**config.mk**
```make
export PLATFORM = sky130hd
export DESIGN_NAME = byte_arbiter
export DESIGN_NICKNAME = d
export VERILOG_FILES = /design/src/rtl/byte_arbiter.sv
export SDC_FILE = /design/constraint.sdc
export NUM_CORES = 1
export LEC_CHECK = 0
export CAP_MARGIN = 20
export CORE_AREA = 2 2 121 123
export CTS_CLUSTER_DIAMETER = 120
export CTS_CLUSTER_SIZE = 14
export DETAILED_ROUTE_END_ITERATION = 8
export DIE_AREA = 0 0 123 125
export PLACE_DENSITY_LB_ADDON = 0.2
export SYNTH_ARGS = -nofsm -noshare
export SYNTH_HDL_FRONTEND = slang
export SYNTH_SLANG_ARGS = --single-unit
```
**constraint.sdc**
```tcl
create_clock -name clk_i -period 2.2 [get_ports clk_i]
set_input_delay 0.55 -clock clk_i [delete_from_list [all_inputs] [get_ports clk_i]]
set_output_delay 0.55 -clock clk_i [all_outputs]
set_load 0.005 [all_outputs]
```
**src/rtl/byte_arbiter.sv**
```systemverilog
// rtl/byte_arbiter.sv - round-robin byte-bus arbiter with stall lock and 1-cycle read return
// Grants one of PORTS masters onto a single downstream port; a stalled grant stays locked.
module byte_arbiter #(
  parameter int PORTS     = 2,
  parameter int DATA_BYTE = 4,
  parameter int ADDR_SIZE = 32
) (
  input  logic                     clk_i,
  input  logic                     rst_i,
  input  logic [PORTS-1:0]         reqEnable_i,
  input  logic [PORTS-1:0]         reqIsWrite_i,
  input  logic [DATA_BYTE-1:0]     reqWriteMask_i [PORTS],
  input  logic [ADDR_SIZE-1:0]     reqAddr_i      [PORTS],
  input  logic [DATA_BYTE*8-1:0]   reqWriteData_i [PORTS],
  output logic [DATA_BYTE*8-1:0]   reqReadData_o  [PORTS],
  output logic [PORTS-1:0]         reqHold_o,
  output logic                     memEnable_o,
  output logic                     memIsWrite_o,
  output logic [DATA_BYTE-1:0]     memWriteMask_o,
  output logic [ADDR_SIZE-1:0]     memAddr_o,
  output logic [DATA_BYTE*8-1:0]   memWriteData_o,
  input  logic [DATA_BYTE*8-1:0]   memReadData_i,
  input  logic                     memHold_i
);

  localparam int PW = (PORTS > 1) ? $clog2(PORTS) : 1;

  logic [PW-1:0] ptr_r;
  logic          lock_r;
  logic [PW-1:0] lockPort_r;
  logic          rdValid_r;
  logic [PW-1:0] rdPort_r;

  logic          any_grant;
  logic [PW-1:0] grant;
  logic          accept;

  // A lock only holds while its owner still requests; otherwise fall back to the rotating search.
  always_comb begin
    logic [PW:0]   sum;
    logic [PW-1:0] idx;
    any_grant = 1'b0;
    grant     = '0;
    sum       = '0;
    idx       = '0;
    if (lock_r && reqEnable_i[lockPort_r]) begin
      any_grant = 1'b1;
      grant     = lockPort_r;
    end else begin
      for (int i = 0; i < PORTS; i++) begin
        sum = {1'b0, ptr_r} + (PW+1)'(i);
        if (sum >= (PW+1)'(PORTS)) sum = sum - (PW+1)'(PORTS);
        idx = sum[PW-1:0];
        if (!any_grant && reqEnable_i[idx]) begin
          any_grant = 1'b1;
          grant     = idx;
        end
      end
    end
  end

  assign accept = any_grant && !memHold_i;

  always_comb begin
    memEnable_o    = any_grant;
    memIsWrite_o   = 1'b0;
    memWriteMask_o = '0;
    memAddr_o      = '0;
    memWriteData_o = '0;
    if (any_grant) begin
      memIsWrite_o   = reqIsWrite_i[grant];
      memWriteMask_o = reqWriteMask_i[grant];
      memAddr_o      = reqAddr_i[grant];
      memWriteData_o = reqWriteData_i[grant];
    end
  end

  always_comb begin
    for (int p = 0; p < PORTS; p++) begin
      reqHold_o[p]     = reqEnable_i[p] && (!(any_grant && grant == PW'(p)) || memHold_i);
      reqReadData_o[p] = (rdValid_r && rdPort_r == PW'(p)) ? memReadData_i : '0;
    end
  end

  always_ff @(posedge clk_i or posedge rst_i) begin
    if (rst_i) begin
      ptr_r      <= '0;
      lock_r     <= 1'b0;
      lockPort_r <= '0;
      rdValid_r  <= 1'b0;
      rdPort_r   <= '0;
    end else begin
      rdValid_r <= accept;
      rdPort_r  <= grant;
      if (accept) ptr_r <= (grant == PW'(PORTS-1)) ? '0 : grant + PW'(1);
      lock_r <= any_grant && memHold_i;
      if (any_grant && memHold_i) lockPort_r <= grant;
    end
  end

endmodule

```
==> summary by stage, run 1 <==
Cells and area
The multi-input logic area is around 1100 um2. The number of antenna diodes in the final layout is 0. Fill cells in the final layout number 1452. Cells with a size suffix above 1 make up 27.37% of the layout. The post-layout net count is between 700 and 800. The signed area change from the synthesized netlist to the final layout is 285.7%.

The area of all sequential standard cells is 125.1 um2. The finished layout holds 721 standard cells, fillers aside.

Floorplan
The starting utilization of the core area is 9.655%. In this run the core area contains 44 standard-cell rows. For this design the top-level I/O count stands at 311. The region available for standard cell placement spans 14200 um2. The floorplan step set the die width to around 120 um. Measured along the y axis, the die boundary spans 125 um. The die area is 15380 um2.

Routing
In this run, the number of DRC markers left after iteration 0 of detailed routing was 70. The number of optimization iterations in the first detailed-route pass is 4. For this block, the via count after detailed routing is 2999.

In this run the remaining antenna-violating nets after routing total 0. After detailed routing, the total wire length is 13.38 mm. Dividing the detail-routed wire length by the instance count gives 18.56 um. After detailed routing, the number of vias per cell comes to slightly above 4. In the routed design, unresolved DRC markers number 0.

Logic synthesis
Of all flip-flops after synthesis, the portion carrying an async set or reset was 100.0%. The post-synth net total is between 300 and 400. For this run, the leading register cell type out of synthesis is dfrtp_1. After synthesis, the netlist uses 18 different library cells. The gate count of the mapped netlist is 180. In this run, synthesis inferred 0 flip-flops with an integrated enable. The area of the mapped netlist is 1371 um2. In the post-synthesis netlist, the cell with the most instances is a22o_1. The mean area per synthesized cell is between 7 and 8 um2. The area share of the largest cell type after synthesis is 44.07%. The sequential-to-total area share from yosys stat is between 9 and 10%.

The commonest cells after synthesis are a22o_1 (69), and2_1 (32), and3_1 (32), buf_2 (13), clkbuf_1 (9). Counting flops and latches in the post-synthesis netlist gives 5. By area the synthesized netlist is led by a22o_1 (44%), and2_1 (15%), and3_1 (15%).

For this run, the number of Yosys warnings is 0. The dominant cell type by area after synthesis is a22o_1.

STA
The share of the clock period used by the worst path after layout is 114.1%. Setup repair after global routing could not meet its margin everywhere. The setup clock skew after layout is 0.001052 ns.

Across all setup checks in the final design, the least slack found is -0.3096 ns. In this run the tightest slew margin relative to its limit is 82.53%. Setup violations remaining at the end of the flow were counted as between 60 and 70. Adding up every negative setup slack in the final design gives -11.84 ns. The smallest clock period supported by the final layout is computed as 2.510 ns. The number of failing hold endpoints at the final stage is 0. The slew at the pin closest to its max-slew limit is 0.2620 ns. The timing-limited maximum frequency is roughly 0.4 GHz. The number of max-slew violations in the final report came to 0.

Hold path
The min-delay analysis places its worst path in the category input pin to asynchronous set/reset pin.

Run status
The flow ran to the end, but the final reports show violations. The checks that failed: setup timing.

Placed design
The total half-perimeter wirelength after legalization and detailed placement is 8.832 mm. The placer congestion estimate is 0.8334. In this run the tool buffered the top-level ports with 310 buffer cells. The cell count after placement is ~660.

Power and ir drop
Power spread over the standard cell area amounts to 320.3 nW/um2. The sequential fraction of design power is 6.5%. The internal power consumption is 1184 uW.

Net switching is between 30% and 40% of the power. The clock network burns 17.4% of the power. The worst vdd rail ir drop is 204.0 uV.

The reported leakage power is 0.002853 uW. Combinational logic burns 76.1% of the power. Summed over all nets, the switching power comes to 509.7 uW.

Worst setup path
The endpoint identified for the worst register-to-register timing path is lockPort_r. STA puts the critical path data arrival time at about 2 ns. STA classifies the critical path startpoint as a flop. The worst register-to-register path has a depth of 7. The biggest fanout along the worst timing path is 7.

The setup check on the worst reg-to-reg path leaves a slack of 0.81 ns. The critical path in this run is classified as flop to output pin. STA classifies the critical path endpoint as an output pin. The signal on the critical path passes through mux2_4, a21boi_4, buf_6, buf_12, buf_12, buf_12, buf_6, a22o_1, buf_2.

The most common cell type on the critical path is buf_12. In this run the critical register-to-register path is launched from lock_r. The slowest stage of the critical path belongs to the cell dfrtp_1.

For this run, the slowest stage of the critical path takes 0.39 ns. Data on the critical path is required at its endpoint by ~1.7 ns.

Global route
The global-route usage over all layers is 15.66%. The initial antenna violation count came to 0. The via count of the first global-routing pass is approximately 3100. The overall overflow remaining after global route is 0.

The wire length of the first global-routing pass is 18.04 mm. The largest net degree at the start of global routing is 33.

Clock network
CTS placed an instance of clkbuf_16 at the clock tree root. The CTS buffer count is 3. The clock input transition at the sequential cells of the worst setup and hold paths is 0.03 ns. The clock insertion delay at the later pin of the skew report is 0.22 ns. The number of hold buffers added after CTS is 0.

The number of levels the H-tree was split into is 1. The CTS sink count is 5. The clock passes through at most 2 buffers. TritonCTS built the clock tree.

Job
Max-cap violations in this run came to 0.
==> worst max-delay path: cells and delay by family (launching register included) <==
kind / cells / cell delay (ns)
buffers and inverters: 6 / 0.69
AO/OA/AOI/OAI: 2 / 0.30
multiplexers: 1 / 0.33
flip-flops: 1 / 0.39
==> final cells by class <==
type,instances,area share (%)
tap,184,4.353
multi-input combinational,147,21.67
clock buffer,4,1.490
inverter,4,0.2839
sequential,5,2.366
timing repair buffer,377,69.84
==> placed cells by master, fill, tap and decap left out, types with 4 or more instances in the layout <==
master           Yosys  layout
buf_12               0      14
a22o_1              69      68
buf_2               13      65
dlygate4sd2_1        0      46
dfrtp_1              5       5
dlymetal6s2s_1       0      15
buf_16               0       4
buf_8                0       6
buf_6                1      31
inv_1                4       4
clkbuf_16            0       5
and2_1              32      31
and3_1              32      32
buf_4                1      10
clkdlybuf4s50_1      0     178
clkbuf_2             0       4
==> flip-flops by register name, summed over array words and instances, names as in the netlist <==
name and cells:
lockPort_r 1, lock_r 1, ptr_r 1, rdPort_r 1, rdValid_r 1
==> power by group through the flow <==
stage | registers [uW] | logic (uW) | clock network (uW)
after floorplan | 109 | 324 | 0
after global placement | 109 | 1120 | 0
after detailed placement | 110 | 1110 | 0
after CTS | 109 | 1320 | 299
after global routing | 111 | 1380 | 307
final | 110 | 1290 | 294
==> cells by family after synthesis <==
logic type | Yosys count | synth area share, %
and+or+nand+nor | 70 | 31.39
AOI/OAI and AO/OA | 75 | 47.99
muxes | 2 | 1.825
buffers and inverters | 28 | 9.671
DFF | 5 | 9.124
==> stage by stage <==
stage	worst slack [ns]	total power [uW]	area [um2]	hold slack [ns]	util, %
floorplan	0.3404	433.1	1371	0.3285	-
global placement	-0.7487	1228	4726	0.5246	33.27
detailed placement	-0.7637	1225	4726	0.5331	33.27
CTS	-0.3813	1724	5276	0.5382	37.15
global route	-0.4022	1799	5289	0.5593	37.24
finish	-0.3096	1694	5289	0.5310	37.24
==> routing by layer <==
layer,up-vias,GRT usage [%],part of all wire (%)
li1,1415,-,-
met1,1378,17.39,37
met2,198,30.16,52
met3,8,2.828,9.0
met4,0,3.610,1.4
met5,-,0,0
==> repair_timing <==
action	4_1_cts	5_1_grt
pin swaps	23	30
resized for setup	341	56
setup endpoints to repair	128	88
setup buffers	44	10
cloned	9	2
==> worst max-delay path by stage <==
stage / startpoint / end / slack [ns] / depth (start not counted)
floorplan: lock_r / memAddr_o[11] / 0.34 / 5
global placement: reqEnable_i[0] / memWriteData_o[0] / -0.75 / 5
detailed placement: reqEnable_i[0] / memWriteData_o[0] / -0.76 / 5
CTS: lock_r / memWriteData_o[3] / -0.38 / 10
global route: lock_r / memIsWrite_o / -0.40 / 10
finish: lock_r / memWriteData_o[3] / -0.31 / 9
(Power assumes the default switching activity.)
==> run 2, diff against run 1 <==
Settings changed: PLACE_DENSITY from default to 0.58, PLACE_DENSITY_LB_ADDON 0.2 to default.
==> summary by stage, run 2 (synthesized netlist as in run 1, its figures left out) <==
Routing
The vias per cell is 4.150. The overall via count from detail_route is 2996. The number of optimization iterations in the first detailed-route pass is 4.

The wire length per cell is 17.59 um. After the first detailed-routing iteration, the DRC count stood at 65. The count of nets left with antenna violations once routing finished came out at 0. Wires add up to ~13 mm. In the routed design, unresolved DRC markers number 0.

STA
Setup repair after global routing could not meet its margin everywhere. The worst-case headroom to the max-slew limit is 83.12%. The number of failing hold endpoints at the final stage was 0.

The setup clock skew after layout is 0.003104 ns. The share of the clock period used by the worst path after layout is 109.7%. The final setup slack of the worst path is -0.2127 ns. Setup violations remaining at the end of the flow were counted as 69. For the pin with the worst max-slew slack, the measured transition is 0.2531 ns.

The number of max-slew violations in the final report is 0. Based on the critical path, the design can be clocked at up to 0.4145 GHz. The final critical-path required period is 2.413 ns.

Worst setup path
For the worst setup path, the data required time is 1.65 ns. The data arrival at the endpoint of the critical path is between 1.5 and 2 ns. The worst setup path is of the flop to output pin kind.

The category of the worst setup path launch point is a flop. The type of element capturing the critical path is an output pin. The biggest fanout along the worst timing path is 5.

Clock network
Clock latency on the worst-skew pair, taken at its later pin, is 0.23 ns. The clock net in this run drives a total of 5 sinks. The root buffer cell chosen for the clock tree is clkbuf_16. The CTS tree is built.

In this run the number of H-tree levels came out at 1. The CTS buffer count is 3. The clock input transition at the sequential cells of the worst setup and hold paths is about 0.030 ns.

The clock passes through at most 2 buffers.

Cells and area
After filler insertion, the fill cell instance count of the layout stands at 1439. The library cell used most frequently in the layout, excluding fill and tap cells, is clkdlybuf4s50_1. The proportion of layout cells with a drive suffix above 1 is 27.15%. The top cell types in the final layout, fill and taps aside, are clkdlybuf4s50_1 (172), a22o_1 (66), buf_2 (57). The post-layout net count is 710. The utilization of the core after routing is 37.55%. The count of non-filler cells in the finished layout is 722.

The signed area change from the synthesized netlist to the final layout is 289.0%.

Power and ir drop
The power density over the cells is 313.6 nW/um2. The worst vdd rail ir drop is 196.0 uV. The reported leakage power is about 0.003 uW.

Floorplan
The die area is 15380 um2. The cell row count is 44. slightly above 300 I/O pins were placed. The floorplan core area is around 14000 um2. For this configuration, the core starts out at a cell density of 9.655%. The floorplan die width is roughly 120 um. From bottom edge to top edge, the die measures 125 um.

Global route
The largest net degree at the start of global routing is 33. The via count of the first global-routing pass came to 3098. The first global-routing pass estimated 17.32 mm of wire. The overall overflow remaining after global route is 0. The initial antenna violation count was 4. The global-route usage over all layers is 14.78%.

Hold path
The path class of the tightest hold or removal check is input pin to asynchronous set/reset pin.

Job
The number of max-cap violations is 0.

Run status
The final reports fail on setup timing. The run finished, with violations left.

Placed design
The total half-perimeter wirelength after legalization and detailed placement is roughly 9.8 mm. Including well taps, the total number of placed cells is ~670. The congestion estimate from routability-driven global placement came to 0.8648. The number of port buffers is just over 300.
## run 2: stage by stage
step | TNS [ns] | setup slack, ns | power (uW) | hold slack [ns] | area (um2)
after CTS | -9.917 | -0.2229 | 1677 | 0.5843 | 5200
after floorplan | 0 | 0.3404 | 433.1 | 0.3285 | 1371
after global routing | -14.75 | -0.2762 | 1772 | 0.6106 | 5334
after detailed placement | -45.17 | -0.6911 | 1277 | 0.5450 | 4853
final | -9.799 | -0.2127 | 1673 | 0.5737 | 5334
after global placement | -44.72 | -0.6792 | 1274 | 0.5219 | 4853
## run 2: power breakdown
part | switching [uW] | internal (uW)
Clock | 58.5 | 240
Sequential | 11.6 | 102
Combinational | 426 | 835
Total | 496 | 1180
## run 2: what timing repair did
item / CTS / global route
endpoints found under the setup margin: 136 / 103
pin swaps: 45 / 11
hold buffers: 0 / 0
cloned: 8 / 4
buffers inserted: 29 / 6
resized for setup: 365 / 35
## run 2: worst paths after layout
kind | from | endpoint | depth (start not counted) | slack [ns]
setup / recovery | lock_r | memAddr_o[3] | 8 | -0.21
hold / removal | rst_i | rdPort_r | 2 | 0.57
setup reg to reg | lock_r | lockPort_r | 7 | 0.66
hold reg to reg | lockPort_r | lockPort_r | 2 | 0.58
max in group asynchronous | rst_i | ptr_r | 2 | 1.46
min in group clk_i | lockPort_r | lockPort_r | 2 | 0.58
## run 2: final cells by class
| cell class | instances | area [um2] | area share, % |
|---|---|---|---|
| clock buffer | 4 | 78.83 | 1.478 |
| tap | 184 | 230.2 | 4.316 |
| multi-input combinational | 147 | 1175 | 22.03 |
| timing repair buffer | 374 | 3700 | 69.36 |
| antenna | 4 | 10.01 | 0.1877 |
| sequential | 5 | 125.1 | 2.346 |
| inverter | 4 | 15.01 | 0.2815 |
## run 2: routing by layer
layer | wire length [um] | vias to the layer above | global-route usage [%]
li1 | - | 1416 | -
met1 | 4180 | 1381 | 14.18
met3 | 1112 | 16 | 3.878
met4 | 398 | 0 | 6.885
met2 | 7011 | 183 | 28.57
met5 | 0 | - | 0
## run 2: critical path, cell delays in order, from the launching register on
cell and delay, ns:
dfrtp_1 0.41, mux2_4 0.34, a21boi_4 0.19, buf_12 0.14, buf_12 0.12, buf_6 0.10, buf_6 0.09, a22o_1 0.12
buf_2 0.12
==> run 3, diff against run 2 <==
Settings changed: REMOVE_ABC_BUFFERS from default to 1, TNS_END_PERCENT from default to 1.
==> summary by stage, run 3 (synthesized netlist as in run 1, its figures left out) <==
STA
Setup violations remaining at the end of the flow were counted as 69. The number of max-slew violations in the final report is 0. The number of failing hold endpoints at the final stage is 0. Headroom to the max-slew limit came out at 81.38%. For the final database, setup skew stands at 0.006151 ns. The final critical-path required period is about 2.4 ns. In the post-route analysis, the smallest setup slack over all paths is -0.2274 ns.

The share of the clock period used by the worst path after layout is 110.3%. Timing would allow up to slightly above 0.4 GHz. Setup repair after global routing could not meet its margin everywhere. The slew at the pin closest to its max-slew limit is 0.2786 ns.

Floorplan
The number of top-level design ports is 311. The floorplan core area is 14200 um2. The height of the die is 125 um. The die is roughly 120 um wide. The die area is 15380 um2. The cell row count is 44.

Once the floorplan was initialized, standard cells occupied slightly below 10% of the core.

Worst setup path
The critical path contains buffers and inverters numbering 5 combined. Among all stages on the critical path, the largest delay is contributed by dfrtp_1. On the critical path the largest part of the delay comes from buffers and inverters. The signal on the critical path passes through mux2_4, a21boi_4, buf_6, buf_12, buf_12, buf_16, a22o_1, buf_2. The category of the worst setup path launch point is a flop. Of all nets on the critical path, the largest fanout is 5. The cell that appears most often on the critical path is buf_12. Data arrives at the worst endpoint at 1.88 ns. STA classifies the critical path endpoint as an output pin.

The worst path required time is 1.65 ns. The launching instance or port of the critical path is lock_r. The critical path is of the flop to output pin type. The maximum cell stage delay along the critical path is 0.38 ns. The startpoint of the worst-slack reg-to-reg timing path is lock_r.

Clock network
Clock latency on the worst-skew pair, taken at its later pin, is roughly 0.23 ns. After clock tree synthesis, the clock-pin slew on the worst setup and hold paths is about 0.040 ns. The tree is rooted in a clkbuf_16. The number of hold buffers added after CTS is 0. TritonCTS created 3 clock buffers.

TritonCTS built the clock tree. The CTS sink count is 5. The worst-case clock buffer depth is 2. The number of levels the H-tree was split into is 1.

Placed design
The total half-perimeter wirelength after legalization and detailed placement is 8.371 mm. The placer congestion estimate is 0.7143. Timing analysis after detailed placement gives a worst setup slack of -0.7188 ns. The instance area at placement is 4733 um2. The number of port buffers is 310.

Cells and area
Of the cells placed in the final design, the portion with a size suffix greater than 1 is 23.62%. After routing the design area is 5001 um2. The post-layout net count is around 700.

The utilization of the core after routing is 35.21%. The number of fillers in the final layout is 1491. Leaving out fill and tap cells, the most frequent cell in the layout is clkdlybuf4s50_1. Compared with the post-synthesis result, the final layout area differs by 264.7%. The top cell types in the final layout, fill and taps aside, are clkdlybuf4s50_1 (171), a22o_1 (69), buf_2 (66).

Global route
The largest net degree at the start of global routing is 34. The first global-routing pass estimated 16.18 mm of wire. The initial antenna violation count is 1.

The via count of the first global-routing pass is 2958. The total overflow left after global routing is 0. Global routing used 13.46% of the available tracks across all layers.

Power and ir drop
The reported leakage power is 0.002784 uW. VDD sags by at most 227.5 uV. The power density over the cells is 313.9 nW/um2.

Routing
The DRC marker count from the first detailed-route iteration is between 50 and 60. The count of nets left with antenna violations once routing finished came out at 0. In the final routed layout, each cell accounts on average for 16.45 um. In the routed layout, each cell is associated on average with a via count of 4.124. The first detailed-routing pass took 4 iterations. After detailed routing, the total wire length is 11.40 mm. For this run, design rule violations remaining after detail routing come to 0. The overall via count from detail_route is 2858.

Run status
The flow ran to the end, but the final reports show violations. The final reports fail on setup timing.

Job
The tool flagged a number of max-cap violations equal to 0.

Hold path
The worst min-delay path class is input pin to asynchronous set/reset pin.
-- run 3: cell count changes in the layout (fill, tap and decap cells not counted), sizes merged --
| cell | previous run | this run |
|---|---|---|
| buf | 123 | 103 |
| dlymetal6s2s | 27 | 20 |
| dlygate4sd2 | 42 | 48 |
| clkdlybuf4s15 | 6 | 3 |
| diode | 4 | 1 |
| clkbuf | 8 | 6 |
| clkdlybuf4s50 | 172 | 171 |
| clkinv | 0 | 1 |
-- run 3: power by group --
part,switching [uW],total (uW),internal (uW)
sequential,10.6,112,102
combinational,394,1150,759
clock,66.2,304,238
-- run 3: layout make-up --
cell class	instances	area [um2]	share of cell area (%)
Tap cell	184	230.2	4.603
Clock inverter	1	5.005	0.1001
Multi-Input combinational cell	147	1145	22.89
Sequential cell	5	125.1	2.502
Clock buffer	3	75.07	1.501
Timing Repair Buffer	348	3403	68.05
Inverter	4	15.01	0.3002
Antenna cell	1	2.502	0.05004
-- run 3: final timing paths --
kind                                endpoint  slack, ns  depth (start not counted)
setup / recovery           memWriteData_o[3]      -0.23                          8
hold / removal                     rdValid_r       0.53                          2
setup reg to reg                  lockPort_r       0.72                          6
hold reg to reg                   lockPort_r       0.56                          2
max in group asynchronous           rdPort_r       1.48                          2
min in group clk_i                lockPort_r       0.56                          2
-- run 3: routing by layer --
metal | wire length (um) | vias to the layer above | GRT usage, %
met5 | 0 | - | 0
met4 | 36 | 0 | 1.337
met3 | 1247 | 6 | 3.923
met2 | 5967 | 184 | 26.58
met1 | 4150 | 1307 | 14.21
li1 | - | 1361 | -
-- run 3: metrics by stage --
step                hold WS (ns)  cells  setup TNS [ns]  total power [uW]
finish                    0.5285    693          -11.31              1570
floorplan                 0.3285    156         -239.36             410.4
global placement          0.5217    663          -46.06              1212
CTS                       0.5425    691          -9.070              1584
detailed placement        0.5432    663          -47.71              1218
global route              0.5555    693          -16.93              1671
-- run 3: timing repair --
action	in CTS	in global routing
endpoints found under the setup margin	133	93
resized for setup	352	31
buffers inserted	16	3
endpoints found under the hold margin	0	0
gates cloned	9	1
pin swaps	48	8
